### src/rtl/fscale_pow2.sv
// fscale_pow2: multi-lane pipelined ldexp unit computing x * 2^k per lane,
// with a shared signed k, subnormal normalisation, and overflow/underflow
// saturation flags. The two register stages use valid/ready handshaking.
module fscale_pow2 #(
    parameter int I_EXP   = 8,
    parameter int I_MNT   = 7,
    parameter int I_DATA  = I_EXP + I_MNT + 1,
    parameter int LANES   = 4,
    parameter int SHIFT_W = 6
) (
    input  logic                    clk,
    input  logic                    rst_n,
    input  logic                    in_valid,
    output logic                    in_ready,
    input  logic [LANES*I_DATA-1:0] in_data,
    input  logic [SHIFT_W-1:0]      in_shift,
    output logic                    out_valid,
    input  logic                    out_ready,
    output logic [LANES*I_DATA-1:0] out_data,
    output logic [LANES-1:0]        out_ovf,
    output logic [LANES-1:0]        out_unf
);

    // The effective exponent is signed and two bits wider than the stored
    // exponent, so it can hold both exp+k overflow and deep subnormal values.
    localparam int EW = I_EXP + 2;
    localparam logic [I_EXP-1:0]     EXP_ONES = '1;
    localparam logic signed [EW-1:0] EMAX     = EW'((2 ** I_EXP) - 1);
    localparam logic signed [EW-1:0] EONE     = EW'(1);
    localparam logic [EW-1:0]        SA_FLUSH = EW'(I_MNT + 1);

    logic s1_valid, s2_valid;
    logic s1_adv, s2_adv;

    // S1 combinational results
    logic [EW-1:0]    kext;
    logic [LANES-1:0] c_sign, c_pass;
    logic [I_EXP-1:0] c_exp [LANES];
    logic [I_MNT-1:0] c_mnt [LANES];
    logic [I_MNT-1:0] c_mn  [LANES];
    logic [EW-1:0]    c_sh  [LANES];
    logic [EW-1:0]    c_e   [LANES];

    // S1 registers
    logic [LANES-1:0] s1_sign, s1_pass;
    logic [I_EXP-1:0] s1_exp [LANES];
    logic [I_MNT-1:0] s1_mnt [LANES];
    logic [I_MNT-1:0] s1_mn  [LANES];
    logic [EW-1:0]    s1_e   [LANES];

    // S2 combinational results
    logic signed [EW-1:0] r_e    [LANES];
    logic [EW-1:0]        r_sa   [LANES];
    logic [I_MNT:0]       r_wide [LANES];
    logic [LANES*I_DATA-1:0] r_data;
    logic [LANES-1:0]        r_ovf, r_unf;

    // A stage may load when it is empty or its contents move on this cycle.
    always_comb begin
        s2_adv   = !s2_valid || out_ready;
        s1_adv   = !s1_valid || s2_adv;
        in_ready = s1_adv;
    end

    // Unpack and classify each lane, normalise subnormals, form exponent E.
    always_comb begin
        kext = {{(EW-SHIFT_W){in_shift[SHIFT_W-1]}}, in_shift};
        for (int i = 0; i < LANES; i++) begin
            c_sign[i] = in_data[i*I_DATA + I_DATA - 1];
            c_exp[i]  = in_data[i*I_DATA + I_MNT +: I_EXP];
            c_mnt[i]  = in_data[i*I_DATA +: I_MNT];
            c_pass[i] = (c_exp[i] == EXP_ONES) ||
                        (c_exp[i] == '0 && c_mnt[i] == '0);
            // Distance the highest set mantissa bit must move to reach the
            // hidden-bit position; the last (highest) set bit wins.
            c_sh[i] = '0;
            for (int b = 0; b < I_MNT; b++) begin
                if (c_mnt[i][b]) c_sh[i] = EW'(I_MNT - b);
            end
            if (c_exp[i] != '0) begin
                c_e[i]  = {2'b00, c_exp[i]} + kext;
                c_mn[i] = c_mnt[i];
            end else begin
                c_e[i]  = EW'(1) - c_sh[i] + kext;
                c_mn[i] = c_mnt[i] << c_sh[i];
            end
        end
    end

    // S1 register: captures a beat whenever it is accepted.
    always_ff @(posedge clk) begin
        if (!rst_n) begin
            s1_valid <= 1'b0;
        end else if (s1_adv) begin
            s1_valid <= in_valid;
            if (in_valid) begin
                s1_sign <= c_sign;
                s1_pass <= c_pass;
                for (int i = 0; i < LANES; i++) begin
                    s1_exp[i] <= c_exp[i];
                    s1_mnt[i] <= c_mnt[i];
                    s1_mn[i]  <= c_mn[i];
                    s1_e[i]   <= c_e[i];
                end
            end
        end
    end

    // Build the final encoding: pass-through, saturate, normal or denormalise.
    always_comb begin
        r_data = '0;
        r_ovf  = '0;
        r_unf  = '0;
        for (int i = 0; i < LANES; i++) begin
            r_e[i]    = s1_e[i];
            r_sa[i]   = EONE - r_e[i];
            r_wide[i] = {1'b1, s1_mn[i]} >> r_sa[i];
            if (s1_pass[i]) begin
                r_data[i*I_DATA +: I_DATA] = {s1_sign[i], s1_exp[i], s1_mnt[i]};
            end else if (r_e[i] >= EMAX) begin
                r_data[i*I_DATA +: I_DATA] = {s1_sign[i], EXP_ONES, {I_MNT{1'b0}}};
                r_ovf[i] = 1'b1;
            end else if (r_e[i] >= EONE) begin
                r_data[i*I_DATA +: I_DATA] = {s1_sign[i], s1_e[i][I_EXP-1:0], s1_mn[i]};
            end else begin
                if (r_sa[i] >= SA_FLUSH) r_wide[i] = '0;
                r_data[i*I_DATA +: I_DATA] = {s1_sign[i], {I_EXP{1'b0}}, r_wide[i][I_MNT-1:0]};
                r_unf[i] = (r_wide[i][I_MNT-1:0] == '0);
            end
        end
    end

    // S2 register drives the outputs; bubbles load zeroed data and flags.
    always_ff @(posedge clk) begin
        if (!rst_n) begin
            s2_valid <= 1'b0;
            out_data <= '0;
            out_ovf  <= '0;
            out_unf  <= '0;
        end else if (s2_adv) begin
            s2_valid <= s1_valid;
            out_data <= s1_valid ? r_data : '0;
            out_ovf  <= s1_valid ? r_ovf  : '0;
            out_unf  <= s1_valid ? r_unf  : '0;
        end
    end

    assign out_valid = s2_valid;

endmodule

### config.mk
export PLATFORM = sky130hd
export DESIGN_NAME = fscale_pow2
export DESIGN_NICKNAME = d
export VERILOG_FILES = /design/src/rtl/fscale_pow2.sv
export SDC_FILE = /design/constraint.sdc
export NUM_CORES = 1
export LEC_CHECK = 0
export ABC_AREA = 1
export CAP_MARGIN = 20
export CORE_MARGIN = 8
export CORE_UTILIZATION = 50
export CTS_BUF_LIST = sky130_fd_sc_hd__clkbuf_4
export CTS_CLUSTER_SIZE = 16
export DETAILED_ROUTE_END_ITERATION = 8
export GPL_TIMING_DRIVEN = 0
export HOLD_SLACK_MARGIN = 0.1
export PLACE_DENSITY = 0.69
export SKIP_LAST_GASP = 1
export SYNTH_ARGS = -nofsm -noshare
export SYNTH_HDL_FRONTEND = slang
export SYNTH_SLANG_ARGS = --single-unit
### constraint.sdc
create_clock -name clk -period 5.6 [get_ports clk]
set_input_delay 1.12 -clock clk [delete_from_list [all_inputs] [get_ports clk]]
set_output_delay 1.12 -clock clk [all_outputs]
set_load 0.02 [all_outputs]
==> reports/qor.txt, run 1 <==
Critical path class - input pin to output pin
CP Launch Type - input pin
WP data required - 4.48 ns
GRT overflow - 0
Failing checks - DRC
Worst slack, placed - 0.835 ns
# rows - 60
# DRC - 1
Starting DRC count in detailed routing - 1078
Cells after Synth - 1721
Die Wd - 180 um
Gates resized, CTS repair - 0
Worst-path clk slew - 0.05 ns
Dpl hpwl - 29600 um
Vias/cell - 5.47
Final Setup Violations - 0
Fin worst setup slack - 1.45 ns
GR Util met2 - 38.4%
Peak supply drop - 120 uV
Drt wl/cell - 16.9 um
Max Clock Freq - 241 MHz
Leading area contributor after synthesis - edfxtp_1
Status - complete, but fails checks
Ys async rst share - 0%
Critical Path Fanout Max - 10
Vias in the first global route - 12300
First-pass GRT wire length - 62700 um
Cts bufs inserted - 54
Via count - 12700
Minimum clock period - 4.15 ns
Clock skew - 0.0315 ns
Setup crit end kind - output pin
Routed WL - 39100 um
Starting density of the core - 50.3%
Synth top area cells - edfxtp_1 (30%), nand2_1 (12%), dfxtp_1 (11%), ha_1 (6.2%), inv_1 (5.1%)
Final weighted congestion in routability-driven placement - 0.950
TritonCTS clock tree - built
Pin count of the biggest net entering global routing - 93
Mapped Area - 13400 um2
Slew margin rel. - 32.2%
Later-pin clock latency in the skew report - 0.67 ns
Worst-margin pin slew - 1.01 ns
PnR Total Power - 3.90 mW
PD cells - 243 nW/um2
Global routing's busiest layer - met2
Leak - 6.58 nW
Final Hold Vio Count - 0
Port bufs - 147
GRT met3 Usage - 4.46%
Max Slew Vio Count - 0
Syn Area/Cell - 7.79 um2
Gr usage total - 23.6%
Antenna Nets Post-Route - 0
Seq/Total Area, Yosys - 41.5%
RSZ-0062 raised after global routing - no
Syn. warnings - 0
CTS root buf - clkbuf_4
Fraction of layout cells with a size suffix above 1 - 8.22%
WP data arrival - 3.03 ns
Antenna violations before repair - 1
Core region area - 26700 um2
CTS sink cnt - 210
Syn Nets - 1873
Post-CTS Hold Buffers - 0
Post-synth top area share - 30.5%
Met1 Use GR - 30.4%
Post-synth EDFFs - 136
DRT Pass-1 Iters - 9
Most common library cells after synthesis - nand2_1 (436), inv_1 (182), nor2_1 (137)
Min-delay worst type - flip-flop to flip-flop
# IOs - 148
Die ar. - 32300 um2
Netlist cell types - 49
Flop and latch count out of synthesis - 210
Area Overhead vs Synth - 19.8%
Worst-case clock buffer depth - 3
Die Ht - 180 um
Cell with the most instances after synthesis - nand2_1
Main synth FF type - edfxtp_1
Number of H-tree levels - 2
Post-CTS Setup Repair Bufs - 0
# Max-Cap Violations - 0
Tcrit/Tclk final - 74.2%
Nets@finish - 2077
-- sequential cells by signal, summed over array words and instances (netlist names) --
signal	cells
s1_mnt	28
out_ovf	4
out_unf	4
s1_valid	1
s1_sign	4
s1_pass	4
s1_mn	28
s1_exp	32
s1_e	40
out_data	64
out_valid	1
-- critical path, cell delays in order --
cell             delay (ns)
clkdlybuf4s50_1        0.40
nor2_1                 0.18
clkbuf_1               0.56
nand2_1                0.18
clkdlybuf4s50_1        0.59
-- metrics by stage --
step / cell area (um2) / TNS (ns) / util, % / std cells / hold slack [ns]
global route: 16100 / 0 / 60.2 / 2312 / 0.479
detailed placement: 15300 / 0 / 57.5 / 2210 / 0.455
finish: 16100 / 0 / 60.2 / 2312 / 0.462
CTS: 16100 / 0 / 60.2 / 2311 / 0.466
floorplan: 13400 / 0 / - / 1721 / 0.463
global placement: 15300 / -71.03 / 57.4 / 2209 / 0.452
-- final cells by class --
| type | count | area, um2 |
|---|---|---|
| well taps | 341 | 427 |
| clock inverters | 18 | 98.8 |
| repair buffers | 148 | 1500 |
| plain buffers | 59 | 270 |
| diodes | 1 | 2.50 |
| fillers | 2485 | 10600 |
| multi-input cells | 1258 | 6840 |
| inverters | 194 | 733 |
| flip-flops and latches | 210 | 5570 |
| clock buffers | 83 | 623 |
-- cells in the final DEF (no fill, tap or decap), drive strengths merged, types with 23 or more instances in the layout --
cell type / instances
nand2: 444
inv: 190
nor2: 149
o21ai: 149
clkdlybuf4s50: 147
edfxtp: 136
a21oi: 132
nand3: 128
clkbuf: 120
dfxtp: 74
ha: 66
o211ai: 37
nand4: 31
buf: 23
-- path summary, 6_finish.rpt --
path | from | end | slack (ns) | depth (start not counted)
min reg2reg | out_unf[0] | out_unf[0] | 0.46 | 2
max reg2reg | s1_e[1][1] | out_data[17] | 2.75 | 16
max | out_ready | in_ready | 1.45 | 5
min | out_unf[0] | out_unf[0] | 0.46 | 2
-- cells by family (layout without fill, tap and decap cells) --
| family | count (synthesis) | in the layout | synth area share, % |
|---|---|---|---|
| adders and majority gates | 78 | 78 | 7.96 |
| DFF | 210 | 210 | 41.5 |
| and+or+nand+nor | 786 | 786 | 25.8 |
| other | 0 | 1 | 0 |
| muxes | 4 | 4 | 0.299 |
| AOI/OAI and AO/OA | 363 | 363 | 15.2 |
| xor gates and xnor gates | 27 | 27 | 1.76 |
| buffers and inverters | 253 | 502 | 7.45 |
-- where the power goes --
group | switching [mW] | internal, mW | leakage, nW
clock | 0.640 | 0.723 | 0.435
combinational | 0.481 | 0.281 | 4.26
sequential | 0.0433 | 1.74 | 1.88
total | 1.16 | 2.74 | 6.58
-- metal layers --
layer / wire length, um / share of wire, %
met1: 17500 / 45
met5: 0 / 0
met4: 1400 / 3.6
met2: 17800 / 45
met3: 2420 / 6.2
(Power assumes the default switching activity.)
==> inputs of run 2 (changes only) <==
--- a/config.mk
+++ b/config.mk
@@ -14,7 +14,7 @@
 export DETAILED_ROUTE_END_ITERATION = 8
 export GPL_TIMING_DRIVEN = 0
 export HOLD_SLACK_MARGIN = 0.1
-export PLACE_DENSITY = 0.69
+export PLACE_DENSITY = 0.72
 export SKIP_LAST_GASP = 1
 export SYNTH_ARGS = -nofsm -noshare
 export SYNTH_HDL_FRONTEND = slang
==> constraint.sdc (replaced) <==
create_clock -name clk -period 3.8 [get_ports clk]
set_input_delay 0.76 -clock clk [delete_from_list [all_inputs] [get_ports clk]]
set_output_delay 0.76 -clock clk [all_outputs]
set_load 0.02 [all_outputs]
==> run 2 against run 1 <==
Clock-buffer cell count rose by 1. Clock power is 50% higher. Global-route usage down 0.41 points. Critical path type is now input pin to flip-flop. Via count is essentially flat. Critical path depth up 9. Clock skew rose by 0.0037 ns. Worst hold slack lost 0.0010 ns. Combinational power up 47%. Utilization grew 0.38 points. Largest power group unchanged. Largest cell class unchanged. Total power rose by 48%. Cell area grew 0.62%. Die area did not move. The flow now finishes without violations.
==> reports/qor.txt, run 2 (synthesis results as in run 1) <==
Area Overhead vs Synth - 20.6%
Leak - 6.62 nW (+0.63%)
Most flop-heavy register - out_data
Vias in the first global route - 12100 (-1.9%)
Slew margin rel. - 30.2% (-2.0 points)
CTS sink cnt - 210 (unchanged)
Pin count of the biggest net entering global routing - 39 (-58%)
# Max-Cap Violations - 0 (unchanged)
Crit path buffers/inverters - 5 (+2)
Critical path's slowest cell - clkdlybuf4s50_1
Worst-path clk slew - 0.07 ns (+0.02 ns)
Max Slew Vio Count - 0 (unchanged)
Fraction of layout cells with a size suffix above 1 - 8.94% (+0.72 points)
Clock skew - 0.0352 ns (+0.00374 ns)
Tcrit/Tclk final - 94.0%
Critical Path Fanout Max - 5 (-5)
Final Hold Vio Count - 0 (unchanged)
Most frequent cells in the layout - nand2_1 (436), inv_1 (180), clkdlybuf4s50_1 (147)
Finished Layout Cells - 2322 (+0.43%)
Final core utilization - 60.6% (+0.38 points)
Antenna Nets Post-Route - 0 (unchanged)
Dpl hpwl - 29300 um (-0.78%)
WP data arrival - 3.97 ns (+0.94 ns)
CP delay by family, top - buffers and inverters
Routed WL - 38600 um (-1.5%)
Via count - 12700 (+0.032%)
Port bufs - 147 (unchanged)
Status - finished, final reports clean
WP data required - 4.20 ns (-0.28 ns)
Core region area - 26700 um2 (unchanged)
Starting density of the core - 50.3% (unchanged)
Largest regs - out_data x64, s1_e x40, s1_exp x32
Number of H-tree levels - 2 (unchanged)
Die Wd - 180 um (unchanged)
CP Launch Type - input pin
CP dominant cell by count - nor2_1
Min-delay worst type - flip-flop to flip-flop
Max incr delay on CP - 0.80 ns (+0.21 ns)
CTS root buf - clkbuf_4
PD cells - 358 nW/um2 (+47%)
Max Clock Freq - 280 MHz
Final Setup Violations - 0 (unchanged)
Cts bufs inserted - 57 (+5.6%)
Peak supply drop - 227 uV (+89%)
DRT Pass-1 Iters - 5 (-4)
RSZ-0062 raised after global routing - no
Nets@finish - 2087 (+0.48%)
# rows - 60 (unchanged)
Worst-margin pin slew - 1.04 ns (+0.0292 ns)
First-pass GRT wire length - 61500 um (-1.8%)
Gr usage total - 23.2% (-0.41 points)
Die ar. - 32300 um2 (unchanged)
Setup TNS - 0 ns (unchanged)
Vias/cell - 5.45 (-0.40%)
Die Ht - 180 um (unchanged)
CP Cell Sequence - clkdlybuf4s50_1 -> clkinvlp_4 -> buf_4 -> ha_1 -> inv_1 -> ha_1 -> inv_1 -> fa_1 -> nor2_1 -> nor2_1 -> nor2_1 -> nor2_1 -> fa_1 -> mux2i_1
Drt wl/cell - 16.6 um (-1.9%)
Dpl cells - 2212 (+0.090%)
Minimum clock period - 3.57 ns
Starting DRC count in detailed routing - 954 (-12%)
GRT overflow - 0 (unchanged)
Most common cell after layout, fill and taps aside - nand2_1
Worst-case clock buffer depth - 3 (unchanged)
Later-pin clock latency in the skew report - 0.70 ns (+0.03 ns)
Largest register FFs - 64 (unchanged)
# IOs - 148 (unchanged)
TritonCTS clock tree - built
Setup crit end kind - flip-flop
Critical path class - input pin to flip-flop
Post-CTS Hold Buffers - 0 (unchanged)
Antenna violations before repair - 1 (unchanged)
Final weighted congestion in routability-driven placement - 0.946 (-0.42%)
# DRC - 0 (-1)
run 2: cell type report:
| cell class | instances | area (um2) |
|---|---|---|
| Tap cell | 341 | 427 |
| Buffer | 59 | 272 |
| Multi-Input combinational cell | 1258 | 6850 |
| Sequential cell | 210 | 5570 |
| Clock buffer | 84 | 631 |
| Fill cell | 2427 | 10500 |
| Timing Repair Buffer | 155 | 1570 |
| Clock inverter | 20 | 108 |
| Antenna cell | 1 | 2.50 |
| Inverter | 194 | 736 |
run 2: routing by layer:
| metal | vias to the layer above | track usage (%) | routed length (um) |
|---|---|---|---|
| li1 | 6344 | - | - |
| met1 | 5781 | 30.4 | 17600 |
| met2 | 456 | 37.6 | 17400 |
| met3 | 78 | 4.46 | 2370 |
| met4 | 0 | 8.70 | 1230 |
| met5 | - | 0 | 0 |
run 2: metrics by stage:
step	power, mW	worst slack, ns	cell area (um2)	hold WS [ns]
finish	5.78	0.227	16200	0.461
detailed placement	3.78	-0.528	15400	0.454
global route	6.09	0.0319	16200	0.479
CTS	5.82	0.197	16100	0.464
floorplan	3.37	0.0468	13400	0.463
global placement	3.75	-1.29	15300	0.451
run 2: worst register-to-register path, delay by kind of cell, from the launching register on:
kind                   cells  cell delay [ns]
flip-flops                 1             0.33
buffers and inverters      6             1.92
AND/OR/NAND/NOR            3             0.51
run 2: timing repair:
item                                    4_1_cts  5_1_grt
endpoints found under the setup margin        0        8
resized for setup                             0        5
buffers inserted                              0        5
run 2: report_power, final:
| part | total (mW) | switching [mW] | leakage (nW) | internal (mW) |
|---|---|---|---|---|
| Combinational | 1.12 | 0.704 | 4.30 | 0.420 |
| Clock | 2.04 | 0.956 | 0.445 | 1.08 |
| Sequential | 2.62 | 0.0640 | 1.88 | 2.56 |
| Total | 5.78 | 1.72 | 6.62 | 4.06 |
run 2: final timing paths:
| check | depth (start not counted) | end | start | slack (ns) |
|---|---|---|---|---|
| worst max-delay path | 14 | s1_e[1][5] | in_shift[1] | 0.23 |
| worst min-delay path | 2 | out_unf[0] | out_unf[0] | 0.46 |
| worst max register to register | 9 | s1_mnt[3][6] | out_valid | 0.80 |
| worst min register to register | 2 | out_unf[0] | out_unf[0] | 0.46 |
==> inputs of run 3 (changes only) <==
--- a/config.mk
+++ b/config.mk
@@ -10,6 +10,7 @@
 export CORE_MARGIN = 8
 export CORE_UTILIZATION = 50
 export CTS_BUF_LIST = sky130_fd_sc_hd__clkbuf_4
+export CTS_CLUSTER_DIAMETER = 150
 export CTS_CLUSTER_SIZE = 16
 export DETAILED_ROUTE_END_ITERATION = 8
 export GPL_TIMING_DRIVEN = 0
==> run 3 against run 2 <==
Global-route usage shrank 0.32 points. First-iteration DRC count grew 22%. Routed wire length shrank 1.1%. Cell area shrank 3.1%. Clock power shrank 46%. Register-to-register slack lost 0.06 ns. Worst hold slack gained 0.014 ns. Non-clock buffer count grew 1. Highest routed layer unchanged.
==> reports/qor.txt, run 3 (synthesis results as in run 1) <==
WP data required - 4.21 ns (about the same)
Max Slew Vio Count - 0 (unchanged)
Finished Layout Cells - 2249 (-3.1%)
Critical path class - input pin to flip-flop
Area Overhead vs Synth - 16.8%
WP data arrival - 3.95 ns (-0.02 ns)
Peak supply drop - 265 uV (+17%)
Die ar. - 32300 um2 (unchanged)
RSZ-0062 raised after global routing - no
Slew margin rel. - 29.3% (-0.88 points)
Port bufs - 147 (unchanged)
PD cells - 310 nW/um2 (-13%)
Final weighted congestion in routability-driven placement - 0.946 (unchanged)
First-pass GRT wire length - 60800 um (-1.3%)
Tcrit/Tclk final - 93.3% (-0.76 points)
Cts bufs inserted - 17 (-70%)
Largest register FFs - 64 (unchanged)
Later-pin clock latency in the skew report - 0.66 ns (-0.04 ns)
# IOs - 148 (unchanged)
Leak - 6.32 nW (-4.6%)
Fraction of layout cells with a size suffix above 1 - 6.09% (-2.9 points)
# rows - 60 (unchanged)
GRT overflow - 0 (unchanged)
CP Cell Sequence - clkdlybuf4s50_1 -> clkinvlp_4 -> buf_4 -> ha_1 -> inv_1 -> ha_1 -> inv_1 -> fa_1 -> nor2_1 -> nor2_1 -> nor2_1 -> nor2_1 -> fa_1 -> nand2_1 -> o21ai_0
Most frequent cells in the layout - nand2_1 (436), inv_1 (180), clkdlybuf4s50_1 (147)
Max Clock Freq - 282 MHz (+0.82%)
CP Launch Type - input pin
Clock skew - 0.0430 ns (+0.00780 ns)
CTS root buf - clkbuf_4
Vias/cell - 5.50 (+0.88%)
Antenna Nets Post-Route - 0 (unchanged)
Dpl hpwl - 29300 um (unchanged)
Most flop-heavy register - out_data
Pin count of the biggest net entering global routing - 39 (unchanged)
Setup crit end kind - flip-flop
Routed WL - 38100 um (-1.1%)
# Max-Cap Violations - 0 (unchanged)
TritonCTS clock tree - built
Drt wl/cell - 16.9 um (+2.1%)
DRT Pass-1 Iters - 7 (+2)
Post-CTS Hold Buffers - 0 (unchanged)
Worst-case clock buffer depth - 3 (unchanged)
Critical Path Fanout Max - 5 (unchanged)
Most common cell after layout, fill and taps aside - nand2_1
CP dominant cell by count - nor2_1
WHS - 0.475 ns (+0.0143 ns)
Min-delay worst type - flip-flop to flip-flop
Worst-margin pin slew - 1.06 ns (+0.0132 ns)
Minimum clock period - 3.54 ns (-0.0289 ns)
Die Wd - 180 um (unchanged)
Dpl cells - 2212 (unchanged)
Number of H-tree levels - 1 (-1)
# DRC - 0 (unchanged)
Die Ht - 180 um (unchanged)
Via count - 12400 (-2.3%)
Vias in the first global route - 11700 (-3.0%)
CTS sink cnt - 210 (unchanged)
Final Setup Violations - 0 (unchanged)
Starting DRC count in detailed routing - 1162 (+22%)
Gr usage total - 22.9% (-0.32 points)
Antenna violations before repair - 1 (unchanged)
Starting density of the core - 50.3% (unchanged)
Largest regs - out_data x64, s1_e x40, s1_exp x32
Status - finished, final reports clean
Max incr delay on CP - 0.80 ns (about the same)
Final Hold Vio Count - 0 (unchanged)
Worst-path clk slew - 0.17 ns (+0.10 ns)
Nets@finish - 2048 (-1.9%)
Core region area - 26700 um2 (unchanged)
Critical path's slowest cell - clkdlybuf4s50_1
run 3: path summary, 6_finish.rpt:
| check | startpoint | endpoint | depth (start not counted) | slack, ns |
|---|---|---|---|---|
| max | in_shift[1] | s1_e[1][9] | 15 | 0.26 |
| min | out_data[7] | out_data[7] | 2 | 0.47 |
| min reg2reg | out_data[7] | out_data[7] | 2 | 0.47 |
| max reg2reg | out_valid | s1_exp[3][2] | 9 | 0.74 |
run 3: per-stage QoR:
stage | setup WS (ns) | TNS (ns) | instance area (um2) | power, mW | util [%]
after CTS | 0.194 | 0 | 15600 | 4.85 | 58.5
after floorplan | 0.0468 | 0 | 13400 | 3.37 | -
after detailed placement | -0.528 | -7.25 | 15400 | 3.78 | 57.6
after global placement | -1.29 | -168.25 | 15300 | 3.75 | 57.4
final | 0.256 | 0 | 15700 | 4.85 | 58.7
after global routing | 0.0392 | 0 | 15700 | 5.08 | 58.7
run 3: where the power goes:
| part | switching [mW] | internal, mW |
|---|---|---|
| Sequential | 0.0636 | 2.56 |
| Clock | 0.761 | 0.342 |
| Combinational | 0.703 | 0.421 |
run 3: layout make-up:
class	count	area, um2
Clock buffer	28	210
Fill cell	2455	11000
Multi-Input combinational cell	1258	6850
Clock inverter	1	16.3
Inverter	194	736
Sequential cell	210	5570
Timing Repair Buffer	156	1580
Antenna cell	2	5.00
Buffer	59	272
Tap cell	341	427
run 3: timing repair:
item                       in CTS  in global routing
setup endpoints to repair       0                  7
resized for setup               0                  5
buffers inserted                0                  6
run 3: worst max-delay path: cells and delay by family:
| kind | cells | cell delay [ns] |
|---|---|---|
| AO/OA/AOI/OAI | 1 | 0.12 |
| adder cells (fa/ha/maj) | 4 | 1.25 |
| buffers and inverters | 5 | 1.39 |
| AND/OR/NAND/NOR | 5 | 0.41 |
run 3: metal layers:
layer / global-route usage [%] / vias up / share of wire [%]
met5: 0 / - / 0
met1: 30.5 / 5681 / 46
met3: 3.85 / 57 / 6.6
met2: 37.5 / 417 / 45
li1: - / 6214 / -
met4: 7.07 / 0 / 2.8
